--- src/rtl/seq_count_pkg.sv ---
// Shared types for the sequential-counter family (up, down, future up/down).
package seq_count_pkg;

   typedef enum logic {
      CNT_WRAP = 1'b0,
      CNT_SAT  = 1'b1
   } cnt_mode_e;

   typedef enum logic [2:0] {
      NS_RESET,
      NS_CLR,
      NS_LD,
      NS_INC,
      NS_HOLD
   } ns_sel_e;

endpackage

--- src/rtl/seq_count_reg_rst.sv ---
// W-bit register with synchronous active-high reset to zero.
module seq_count_reg_rst #(
   parameter int unsigned W = 3
) (
   input  logic         clk,
   input  logic         reset,
   input  logic [W-1:0] d,
   output logic [W-1:0] q
);

   always_ff @(posedge clk) begin
      if (reset) q <= '0;
      else       q <= d;
   end

endmodule

--- src/rtl/seq_count_nb_bin_up_ctrl.sv ---
// Binary up counter with clear, clamped parallel load, terminal value and
// wrap/saturate mode; tc flags the enabled cycle sitting at the terminal value.
module seq_count_nb_bin_up_ctrl
   import seq_count_pkg::*;
#(
   parameter int unsigned NBITS   = 3,
   parameter int unsigned MAXVAL  = (1 << NBITS) - 1,
   parameter int unsigned SATMODE = 0
) (
   input  logic             clk,
   input  logic             reset,
   input  logic             en,
   input  logic             clr,
   input  logic             ld,
   input  logic [NBITS-1:0] ld_val,
   output logic [NBITS-1:0] out,
   output logic             tc,
   output logic             ovf
);

   localparam int unsigned    CW    = NBITS + 1;
   localparam logic [NBITS-1:0] MAX_C = NBITS'(MAXVAL);
   localparam cnt_mode_e      MODE  = (SATMODE != 0) ? CNT_SAT : CNT_WRAP;

   ns_sel_e          ns_sel;
   logic [NBITS-1:0] cnt_q;
   logic [NBITS-1:0] cnt_d;
   logic [NBITS-1:0] ld_clamped;
   logic [CW-1:0]    inc_sum;
   logic             carry_unused;
   logic             at_max;
   logic             ovf_d;

   assign at_max       = (cnt_q == MAX_C);
   assign inc_sum      = {1'b0, cnt_q} + CW'(1);
   assign carry_unused = inc_sum[NBITS];
   assign ld_clamped   = (ld_val > MAX_C) ? MAX_C : ld_val;

   // Priority select: reset > clr > ld > en > hold.
   always_comb begin
      ns_sel = NS_HOLD;
      if (reset)    ns_sel = NS_RESET;
      else if (clr) ns_sel = NS_CLR;
      else if (ld)  ns_sel = NS_LD;
      else if (en)  ns_sel = NS_INC;
   end

   always_comb begin
      cnt_d = cnt_q;
      ovf_d = ovf;
      unique case (ns_sel)
         NS_RESET,
         NS_CLR: begin
            cnt_d = '0;
            ovf_d = 1'b0;
         end
         NS_LD: cnt_d = ld_clamped;
         NS_INC: begin
            if (!at_max) begin
               cnt_d = inc_sum[NBITS-1:0];
            end else begin
               cnt_d = (MODE == CNT_SAT) ? MAX_C : '0;
               ovf_d = 1'b1;
            end
         end
         default: ;
      endcase
   end

   seq_count_reg_rst #(
      .W (NBITS)
   ) u_cnt_reg (
      .clk   (clk),
      .reset (reset),
      .d     (cnt_d),
      .q     (cnt_q)
   );

   always_ff @(posedge clk) begin
      if (reset) ovf <= 1'b0;
      else       ovf <= ovf_d;
   end

   assign out = cnt_q;
   assign tc  = (ns_sel == NS_INC) && at_max;

endmodule
--- config.mk ---
export PLATFORM = sky130hd
export DESIGN_NAME = seq_count_nb_bin_up_ctrl
export DESIGN_NICKNAME = d
export VERILOG_FILES = /design/src/rtl/seq_count_pkg.sv /design/src/rtl/seq_count_reg_rst.sv /design/src/rtl/seq_count_nb_bin_up_ctrl.sv
export SDC_FILE = /design/constraint.sdc
export NUM_CORES = 1
export LEC_CHECK = 0
export CORE_AREA = 3 3 40 42
export DETAILED_ROUTE_END_ITERATION = 6
export DIE_AREA = 0 0 43 45
export PLACE_DENSITY = 0.4
export SLEW_MARGIN = 5
export SYNTH_ARGS = -nofsm -noshare
export SYNTH_HDL_FRONTEND = slang
export SYNTH_SLANG_ARGS = --single-unit
--- constraint.sdc ---
create_clock -name clk -period 1.6 [get_ports clk]
set_clock_uncertainty 0.1 [all_clocks]
set_input_delay 0.24 -clock clk [delete_from_list [all_inputs] [get_ports clk]]
set_output_delay 0.24 -clock clk [all_outputs]
set_load 0.01 [all_outputs]
==> impl_metrics.env, run 1 <==
export IMPL_area_growth_synth_to_final_pct=113
export IMPL_cts_reportedPaths_clkPinSlew_ps=40
export IMPL_fin_crit_sh=1.03
export IMPL_routed_top_layer="met3"
export IMPL_critPathLaunchType="flop"
export IMPL_fin_ws_ps=-54.1
export IMPL_remaining_drc_errors=0
export IMPL_globalRouteTotalUtil=0.0823
export IMPL_cts_hold_repair_buffers=0
export IMPL_worst_skew_pair_late_latency_ps=240
export IMPL_met1Wirelength_um=283
export IMPL_layout_cell_area_excl_fill_um2=475
export IMPL_floorplan_io_pins=13
export IMPL_synth_top_cells_by_area="dfxtp_1 (36%), ha_1 (11%), mux2_1 (10%), o211a_1 (9.0%), nand2b_1 (8.4%)"
export IMPL_ant_nets=0
export IMPL_num_fill_cells=136
export IMPL_area_of_the_multi_input_gates_um2=168
export IMPL_finalPower_mw=0.297
export IMPL_port_buffer_count=12
export IMPL_timing_slew_headroom=0.914
export IMPL_syn_nets=30
export IMPL_synthCells=20
export IMPL_dpl_cell_count=54
export IMPL_layout_cells_most_common="clkdlybuf4s50_1"
export IMPL_synth_top_area_cell="dfxtp_1"
export IMPL_final_period_minus_worst_setup_slack_ps=1650
export IMPL_grt_setup_unrepaired="true"
export IMPL_max_freq_mhz=605
export IMPL_dpl_instance_area_um2=414
export IMPL_critical_path_required_ps=1260
export IMPL_first_global_vias=272
export IMPL_detail_route_first_pass_iterations=3
export IMPL_antenna_diode_count=0
export IMPL_drive_above_1_share=0.455
export IMPL_sequential_cell_area_um2=83.8
export IMPL_timing_critical_path_to_type="output port"
export IMPL_place_worst_setup_slack_ps=-292
export IMPL_vdd_ir_drop_max_mv=0.272
export IMPL_die_area_um2=1940
export IMPL_detailedRoute_firstIterationViolations=1
export IMPL_numCtsBuffers=3
export IMPL_run_status="finished, violations left"
export IMPL_max_cap_viol_count=0
export IMPL_final_instance_count_excl_fill=59
export IMPL_floorplan_rows=13
export IMPL_chipHeight_um=45
export IMPL_synth_warnings=0
export IMPL_critical_path_reg2reg_endpoint="u_cnt_reg.q[2]"
export IMPL_clock_path_buffers=2
export IMPL_grt_start_max_net_pins=7
export IMPL_total_met2_wirelength_after_detailed_routing_um=300
export IMPL_synth_largest_type_area_fraction=0.360
export IMPL_routed_via_count=241
export IMPL_grt_antenna_before_repair=0
export IMPL_tightestPinTransition_ps=129
export IMPL_worst_setup_path_type="flop to output port"
export IMPL_vias_per_cell=4.08
export IMPL_failed_checks="negative setup slack"
export IMPL_start_util=0.173
export IMPL_yosysSeqAreaShare=0.360
export IMPL_slew_viol_final=0
export IMPL_layout_common_cells="clkdlybuf4s50_1 (11), buf_4 (9), nand2b_1 (3), clkbuf_4 (3), dfxtp_2 (3)"
export IMPL_cts_tree="done"
export IMPL_worst_ep_arrival_time_ps=1310
export IMPL_hold_path_cell_cnt=1
export IMPL_post_synth_num_cell_types=12
export IMPL_cts_root_buffer="clkbuf_4"
export IMPL_floorplan_core_area_um2=1280
export IMPL_origin_of_the_worst_min_delay_path="ovf"
export IMPL_worst_r2r_startpoint="u_cnt_reg.q[1]"
export IMPL_largest_fanout_of_any_net_on_the_critical_path=2
export IMPL_worst_r2r_cell_count=4
export IMPL_nNetsFinal=56
export IMPL_whs_endpoint="ovf"
export IMPL_finalWirelength_um=632
export IMPL_htree_num_levels=1
export IMPL_avgRoutedWirePerCell_um=10.7
export IMPL_tritoncts_num_sinks=4
export IMPL_final_hpwl_from_detailed_placement_um=523
export IMPL_leakagePower_nw=0.230
export IMPL_regToRegSetupSlack_ps=220
export IMPL_overflow=0
export IMPL_core_utilization_of_the_finished_layout=0.370
export IMPL_grt_pass1_wl_um=1080
export IMPL_power_per_cell_area_nw_per_um2=624
export IMPL_gp_routability_congestion=0.650
export IMPL_report_final_setup_viol=1
export IMPL_postSynthRegisterBits=4
export IMPL_die_w_um=43
export IMPL_hold_viol_final=0
export IMPL_syn_area_per_cell_um2=11.1
export IMPL_hold_path_class="flop to flop"
export IMPL_syn_area_um2=223
export IMPL_detailroute_wirelength_met3_um=47
-- cell type report --
cell class	count	area share
clock buffers	3	0.0474
repair buffers	21	0.384
multi-input cells	16	0.353
well taps	15	0.0395
flip-flops and latches	4	0.176
-- power breakdown --
part / switching (mW) / total (mW) / internal [mW]
combinational: 0.0180 / 0.0588 / 0.0408
sequential: 0.00376 / 0.108 / 0.105
clock: 0.0453 / 0.129 / 0.0842
total: 0.0671 / 0.297 / 0.230
-- metal layers --
layer	global-route usage	vias up
met5	0	-
met4	0.0904	0
met3	0.0279	0
met2	0.114	9
met1	0.0935	110
li1	-	122
-- Yosys cell counts, drive strengths merged --
cell type,number
and3b,1
o211a,2
nor2,1
nand2b,3
o21a,1
ha,2
nor2b,1
and2,1
nor3b,1
dfxtp,4
o311a,1
mux2,2
-- critical path: stages (launching register included) --
cell and delay (ps):
dfxtp_2 330, ha_4 160, ha_4 140, and3b_2 190
and2_1 130, buf_2 130
-- through the flow --
step / setup TNS [ps] / hold slack [ps]
floorplan: 0 / 296
global placement: -295 / 351
detailed placement: -292 / 364
CTS: -63.0 / 373
global route: -93.9 / 402
finish: -54.1 / 368
-- state kept, by name, indices dropped and copies added (netlist names) --
register     count
u_cnt_reg.q      3
ovf              1
-- cell families (layout without fill, tap and decap cells) --
group | Yosys count | after routing | synth area share
multiplexers | 2 | 2 | 0.101
AND/OR/NAND/NOR | 8 | 8 | 0.258
adder cells (fa/ha/maj) | 2 | 2 | 0.112
buffers and inverters | 0 | 24 | 0
AO/OA/AOI/OAI | 4 | 4 | 0.169
flip-flops | 4 | 4 | 0.360
-- worst max-delay path by stage --
stage	end	start
5_1_grt	tc	u_cnt_reg.q[1]
3_5_place_dp	tc	ld
2_1_floorplan	u_cnt_reg.q[2]	u_cnt_reg.q[0]
3_3_place_gp	tc	ld
4_1_cts	tc	u_cnt_reg.q[1]
6_report	tc	u_cnt_reg.q[1]
-- repair_timing --
item                       4_1_cts  5_1_grt
pin swaps                        3        0
setup endpoints to repair        1        1
gates resized for setup         11        0
cloned                           0        0
buffers inserted                 2        0
hold endpoints to repair         0        0
No activity file was read; power rests on OpenSTA's default activity.
==> run 2, diff against run 1 <==
--- a/config.mk
+++ b/config.mk
@@ -9,6 +9,7 @@
 export DETAILED_ROUTE_END_ITERATION = 6
 export DIE_AREA = 0 0 43 45
 export PLACE_DENSITY = 0.4
+export SETUP_SLACK_MARGIN = 0.15
 export SLEW_MARGIN = 5
 export SYNTH_ARGS = -nofsm -noshare
 export SYNTH_HDL_FRONTEND = slang
==> constraint.sdc (replaced) <==
create_clock -name clk -period 1.8 [get_ports clk]
set_clock_uncertainty 0.1 [all_clocks]
set_input_delay 0.27 -clock clk [delete_from_list [all_inputs] [get_ports clk]]
set_output_delay 0.27 -clock clk [all_outputs]
set_load 0.01 [all_outputs]
==> impl_metrics.env, run 2 (synthesis gave the netlist of run 1 again) <==
export IMPL_run_status="finished, final reports clean"
export IMPL_largest_fanout_of_any_net_on_the_critical_path=2
export IMPL_grt_antenna_before_repair=0
export IMPL_critPathLaunchType="flop"
export IMPL_grt_util_met3=0.0239
export IMPL_max_freq_mhz=595
export IMPL_grt_pass1_wl_um=1050
export IMPL_worst_r2r_cell_count=7
export IMPL_layout_cells_most_common="clkdlybuf4s50_1"
export IMPL_floorplan_core_area_um2=1280
export IMPL_crit_path_cell_trace="ha_4 -> ha_4 -> and3b_2 -> and2_4 -> buf_6"
export IMPL_largest_register_ffs=3
export IMPL_antenna_diode_count=0
export IMPL_hold_viol_final=0
export IMPL_dpl_instance_area_um2=407
export IMPL_die_area_um2=1940
export IMPL_whs_endpoint="ovf"
export IMPL_timing_critical_path_max_delay_family="flip-flops"
export IMPL_regToRegSetupSlack_ps=320
export IMPL_finalWirelength_um=660
export IMPL_biggest_register="u_cnt_reg.q"
export IMPL_worst_r2r_startpoint="u_cnt_reg.q[0]"
export IMPL_critical_path_required_ps=1430
export IMPL_hold_path_class="flop to flop"
export IMPL_overflow=0
export IMPL_sw_frac_of_total=0.222
export IMPL_layout_common_cells="clkdlybuf4s50_1 (11), buf_4 (8), nand2b_1 (3), clkbuf_4 (3)"
export IMPL_numCtsBuffers=3
export IMPL_slew_viol_final=0
export IMPL_port_buffer_count=12
export IMPL_critical_path_reg2reg_endpoint="u_cnt_reg.q[0]"
export IMPL_avgRoutedWirePerCell_um=11.4
export IMPL_cts_reportedPaths_clkPinSlew_ps=40
export IMPL_gr_max_usage_layer="met2"
export IMPL_origin_of_the_worst_min_delay_path="ovf"
export IMPL_detailedRoute_firstIterationViolations=0
export IMPL_nNetsFinal=55
export IMPL_vdd_ir_drop_max_mv=0.181
export IMPL_power_switching_mw=0.0578
export IMPL_tightestPinTransition_ps=158
export IMPL_floorplan_io_pins=13
export IMPL_ant_nets=0
export IMPL_vias_per_cell=4.12
export IMPL_clock_path_buffers=2
export IMPL_detail_route_first_pass_iterations=1
export IMPL_max_cap_viol_count=0
export IMPL_grtUsageMet1=0.0795
export IMPL_cts_hold_repair_buffers=0
export IMPL_fin_ws_ps=119
export IMPL_gr_usage_met2=0.120
export IMPL_first_global_vias=260
export IMPL_worst_setup_path_type="flop to output port"
export IMPL_worst_skew_pair_late_latency_ps=230
export IMPL_critical_path_slowest_cell="dfxtp_2"
export IMPL_grt_start_max_net_pins=7
export IMPL_remaining_drc_errors=0
export IMPL_start_util=0.173
export IMPL_grt_setup_unrepaired="true"
export IMPL_report_final_setup_viol=0
export IMPL_floorplan_rows=13
export IMPL_timing_slew_headroom=0.894
export IMPL_cp_common_cell="ha_4"
export IMPL_clkPwrFrac=0.432
export IMPL_globalRouteTotalUtil=0.0783
export IMPL_seq_power_share=0.370
export IMPL_drive_above_1_share=0.442
export IMPL_fin_crit_sh=0.934
export IMPL_crit_path_max_incr_delay_ps=330
export IMPL_routed_via_count=239
export IMPL_chipHeight_um=45
export IMPL_power_combinational_fraction=0.198
export IMPL_place_worst_setup_slack_ps=-156
export IMPL_area_growth_synth_to_final_pct=113
export IMPL_htree_num_levels=1
export IMPL_internal_power_mw=0.203
export IMPL_power_per_cell_area_nw_per_um2=548
export IMPL_final_period_minus_worst_setup_slack_ps=1680
export IMPL_layout_cell_area_excl_fill_um2=475
export IMPL_timing_critical_path_to_type="output port"
export IMPL_hold_path_cell_cnt=1
export IMPL_worst_ep_arrival_time_ps=1310
export IMPL_tritoncts_num_sinks=4
export IMPL_leakagePower_nw=0.226
export IMPL_reg_top3="u_cnt_reg.q: 3 flops, ovf: 1 flops"
export IMPL_gp_routability_congestion=0.657
export IMPL_cts_tree="done"
export IMPL_cp_num_buf_inv=1
export IMPL_cts_root_buffer="clkbuf_4"
export IMPL_die_w_um=43
==> run 2: worst max path at each step <==
stage                               from  to  slack (ps)  cells past startpoint
final                     u_cnt_reg.q[0]  tc         120                      5
after global routing      u_cnt_reg.q[0]  tc          70                      5
after CTS                 u_cnt_reg.q[1]  tc         100                      5
after detailed placement              ld  tc        -160                      4
after global placement                ld  tc        -160                      4
after floorplan           u_cnt_reg.q[0]  tc         310                      4
==> run 2: repair_timing <==
| action | CTS | global route |
|---|---|---|
| buffers inserted | 1 | 1 |
| pin swaps | 3 | 1 |
| setup endpoints to repair | 1 | 1 |
| gates resized for setup | 10 | 2 |
| hold endpoints to repair | 0 | 0 |
==> run 2: cell type report <==
class                      instances  area [um2]
tap                               15        18.8
fill                             134         810
clock buffer                       3        22.5
multi-input combinational         16         170
sequential                         4        82.6
timing repair buffer              20         181
==> run 2: stage by stage <==
step           hold WS [ps]  setup TNS, ps   util  power (mW)  cells
6_report                367              0  0.370       0.261     58
5_1_grt                 386              0  0.370       0.281     58
4_1_cts                 367              0  0.357       0.268     57
3_5_place_dp            358           -156  0.316       0.146     53
3_3_place_gp            351           -156  0.316       0.145     53
2_1_floorplan           326              0      -       0.111     20
==> run 2: power groups by stage <==
stage                     logic [mW]  clock network [mW]  registers [mW]
after CTS                     0.0518               0.120          0.0963
after global routing          0.0565               0.128          0.0969
after global placement        0.0492                   0          0.0957
after floorplan               0.0128                   0          0.0978
after detailed placement      0.0503                   0          0.0957
final                         0.0515               0.113          0.0965
==> run 2: worst reg2reg max path: cells and delay by family, from the launching register on <==
kind,cells,cell delay [ps]
DFF,1,330
AOI/OAI and AO/OA,1,180
buffers and inverters,3,360
adders and majority gates,2,310
and+or+nand+nor,1,140
==> run 2: metal layers <==
metal	wire length [um]	vias to the layer above
li1	-	121
met1	267	109
met2	334	9
met3	58	0
met4	0	0
met5	0	-
==> run 3, diff against run 2 <==
--- a/config.mk
+++ b/config.mk
@@ -9,6 +9,7 @@
 export DETAILED_ROUTE_END_ITERATION = 6
 export DIE_AREA = 0 0 43 45
 export PLACE_DENSITY = 0.4
+export RECOVER_POWER = 100
 export SETUP_SLACK_MARGIN = 0.15
 export SLEW_MARGIN = 5
 export SYNTH_ARGS = -nofsm -noshare
==> constraint.sdc (replaced) <==
create_clock -name clk -period 1.7 [get_ports clk]
set_clock_uncertainty 0.1 [all_clocks]
set_input_delay 0.255 -clock clk [delete_from_list [all_inputs] [get_ports clk]]
set_output_delay 0.255 -clock clk [all_outputs]
set_load 0.01 [all_outputs]
==> impl_metrics.env, run 3 (synthesis gave the netlist of run 1 again) <==
export IMPL_worst_ep_arrival_time_ps=1320
export IMPL_tightestPinTransition_ps=193
export IMPL_nNetsFinal=57
export IMPL_clkPwrFrac=0.439
export IMPL_reg_top3="u_cnt_reg.q: 3 flops, ovf: 1 flops"
export IMPL_origin_of_the_worst_min_delay_path="ovf"
export IMPL_detail_route_first_pass_iterations=2
export IMPL_slew_viol_final=0
export IMPL_area_growth_synth_to_final_pct=112
export IMPL_chipHeight_um=45
export IMPL_first_global_vias=262
export IMPL_sequential_cell_area_um2=82.6
export IMPL_worst_r2r_startpoint="u_cnt_reg.q[1]"
export IMPL_drive_above_1_share=0.422
export IMPL_cp_num_buf_inv=1
export IMPL_area_of_the_multi_input_gates_um2=163
export IMPL_worst_skew_pair_late_latency_ps=240
export IMPL_cts_reportedPaths_clkPinSlew_ps=40
export IMPL_power_switching_mw=0.0617
export IMPL_finalWirelength_um=665
export IMPL_timing_critical_path_to_type="output port"
export IMPL_grt_start_max_net_pins=7
export IMPL_tritoncts_num_sinks=4
export IMPL_largest_fanout_of_any_net_on_the_critical_path=2
export IMPL_grt_antenna_before_repair=0
export IMPL_avgRoutedWirePerCell_um=11.1
export IMPL_cts_root_buffer="clkbuf_4"
export IMPL_tns_ps=0
export IMPL_globalRouteTotalUtil=0.0808
export IMPL_crit_path_cell_trace="ha_4 -> ha_4 -> and3b_2 -> and2_1 -> buf_2"
export IMPL_core_utilization_of_the_finished_layout=0.368
export IMPL_cp_common_cell="ha_4"
export IMPL_finalPower_mw=0.274
export IMPL_sw_frac_of_total=0.225
export IMPL_numCtsBuffers=3
export IMPL_floorplan_io_pins=13
export IMPL_htree_num_levels=1
export IMPL_floorplan_rows=13
export IMPL_critPathLaunch="u_cnt_reg.q[1]"
export IMPL_gr_usage_met2=0.123
export IMPL_overflow=0
export IMPL_internal_power_mw=0.213
export IMPL_worst_setup_path_type="flop to output port"
export IMPL_biggest_register="u_cnt_reg.q"
export IMPL_fin_crit_sh=0.984
export IMPL_crit_path_max_incr_delay_ps=330
export IMPL_max_cap_viol_count=0
export IMPL_gr_max_usage_layer="met2"
export IMPL_leakagePower_nw=0.247
export IMPL_gp_routability_congestion=0.650
export IMPL_hold_path_class="flop to flop"
export IMPL_seq_power_share=0.371
export IMPL_die_area_um2=1940
export IMPL_run_status="finished, final reports clean"
export IMPL_grt_pass1_wl_um=1040
export IMPL_critical_path_slowest_cell="dfxtp_2"
export IMPL_largest_register_ffs=3
export IMPL_grt_util_met3=0.0757
export IMPL_antenna_diode_count=0
export IMPL_layout_common_cells="buf_4 (10), clkdlybuf4s50_1 (7), nand2b_1 (3), clkbuf_4 (3), dlygate4sd2_1 (3)"
export IMPL_timing_critical_path_max_delay_family="flip-flops"
export IMPL_final_period_minus_worst_setup_slack_ps=1670
export IMPL_cts_tree="done"
export IMPL_vias_per_cell=4.17
export IMPL_num_fill_cells=130
export IMPL_vdd_ir_drop_max_mv=0.267
export IMPL_power_combinational_fraction=0.190
export IMPL_port_buffer_count=12
export IMPL_detailedRoute_firstIterationViolations=3
export IMPL_die_w_um=43
export IMPL_report_final_setup_viol=0
export IMPL_max_freq_mhz=598
export IMPL_timing_slew_headroom=0.871
export IMPL_grtUsageMet1=0.0747
export IMPL_power_per_cell_area_nw_per_um2=580
export IMPL_routed_via_count=250
export IMPL_final_hpwl_from_detailed_placement_um=499
export IMPL_layout_cells_most_common="buf_4"
export IMPL_hold_viol_final=0
export IMPL_clock_path_buffers=2
export IMPL_grt_setup_unrepaired="true"
export IMPL_floorplan_core_area_um2=1280
export IMPL_critical_path_required_ps=1340
export IMPL_critPathLaunchType="flop"
export IMPL_remaining_drc_errors=0
export IMPL_ant_nets=0
export IMPL_start_util=0.173
[run 3: final cells by class]
class                      instances  area share
tap                               15      0.0397
clock buffer                       3      0.0476
multi-input combinational         16       0.344
sequential                         4       0.175
timing repair buffer              22       0.394
[run 3: layer usage]
metal	share of wire	routed length [um]
met1	0.43	289
met2	0.47	312
met3	0.095	63
met4	0	0
met5	0	0
[run 3: power by group through the flow]
stage                     registers [mW]  clock network [mW]  logic, mW
after detailed placement           0.101                   0     0.0549
after global placement             0.101                   0     0.0539
after global routing               0.102               0.140     0.0566
final                              0.102               0.120     0.0522
after floorplan                    0.104                   0     0.0135
after CTS                          0.102               0.130     0.0542
[run 3: what timing repair did]
action	4_1_cts	5_1_grt
buffers inserted	2	1
hold buffers	0	0
pin swaps	3	0
endpoints found under the setup margin	4	1
gates resized for setup	14	0
[run 3: final timing paths]
check	to	slack, ps	cells after the start
hold / removal	ovf	360	1
setup reg to reg	ovf	270	6
hold reg to reg	ovf	360	1
setup / recovery	tc	30	5
[run 3: per-stage QoR]
stage / cell area [um2] / setup WS [ps] / std cells / hold WS (ps)
2_1_floorplan: 223 / 209 / 20 / 311
3_3_place_gp: 414 / -224 / 54 / 350
3_5_place_dp: 414 / -226 / 54 / 354
4_1_cts: 472 / 16.3 / 59 / 363
5_1_grt: 473 / -29.8 / 60 / 384
6_report: 473 / 28.0 / 60 / 358
[run 3: worst register-to-register path: stages, from the launching register on]
cell	delay [ps]
dfxtp_2	330
ha_4	160
ha_4	150
and3b_2	190
buf_4	130
buf_4	120
o21a_1	160
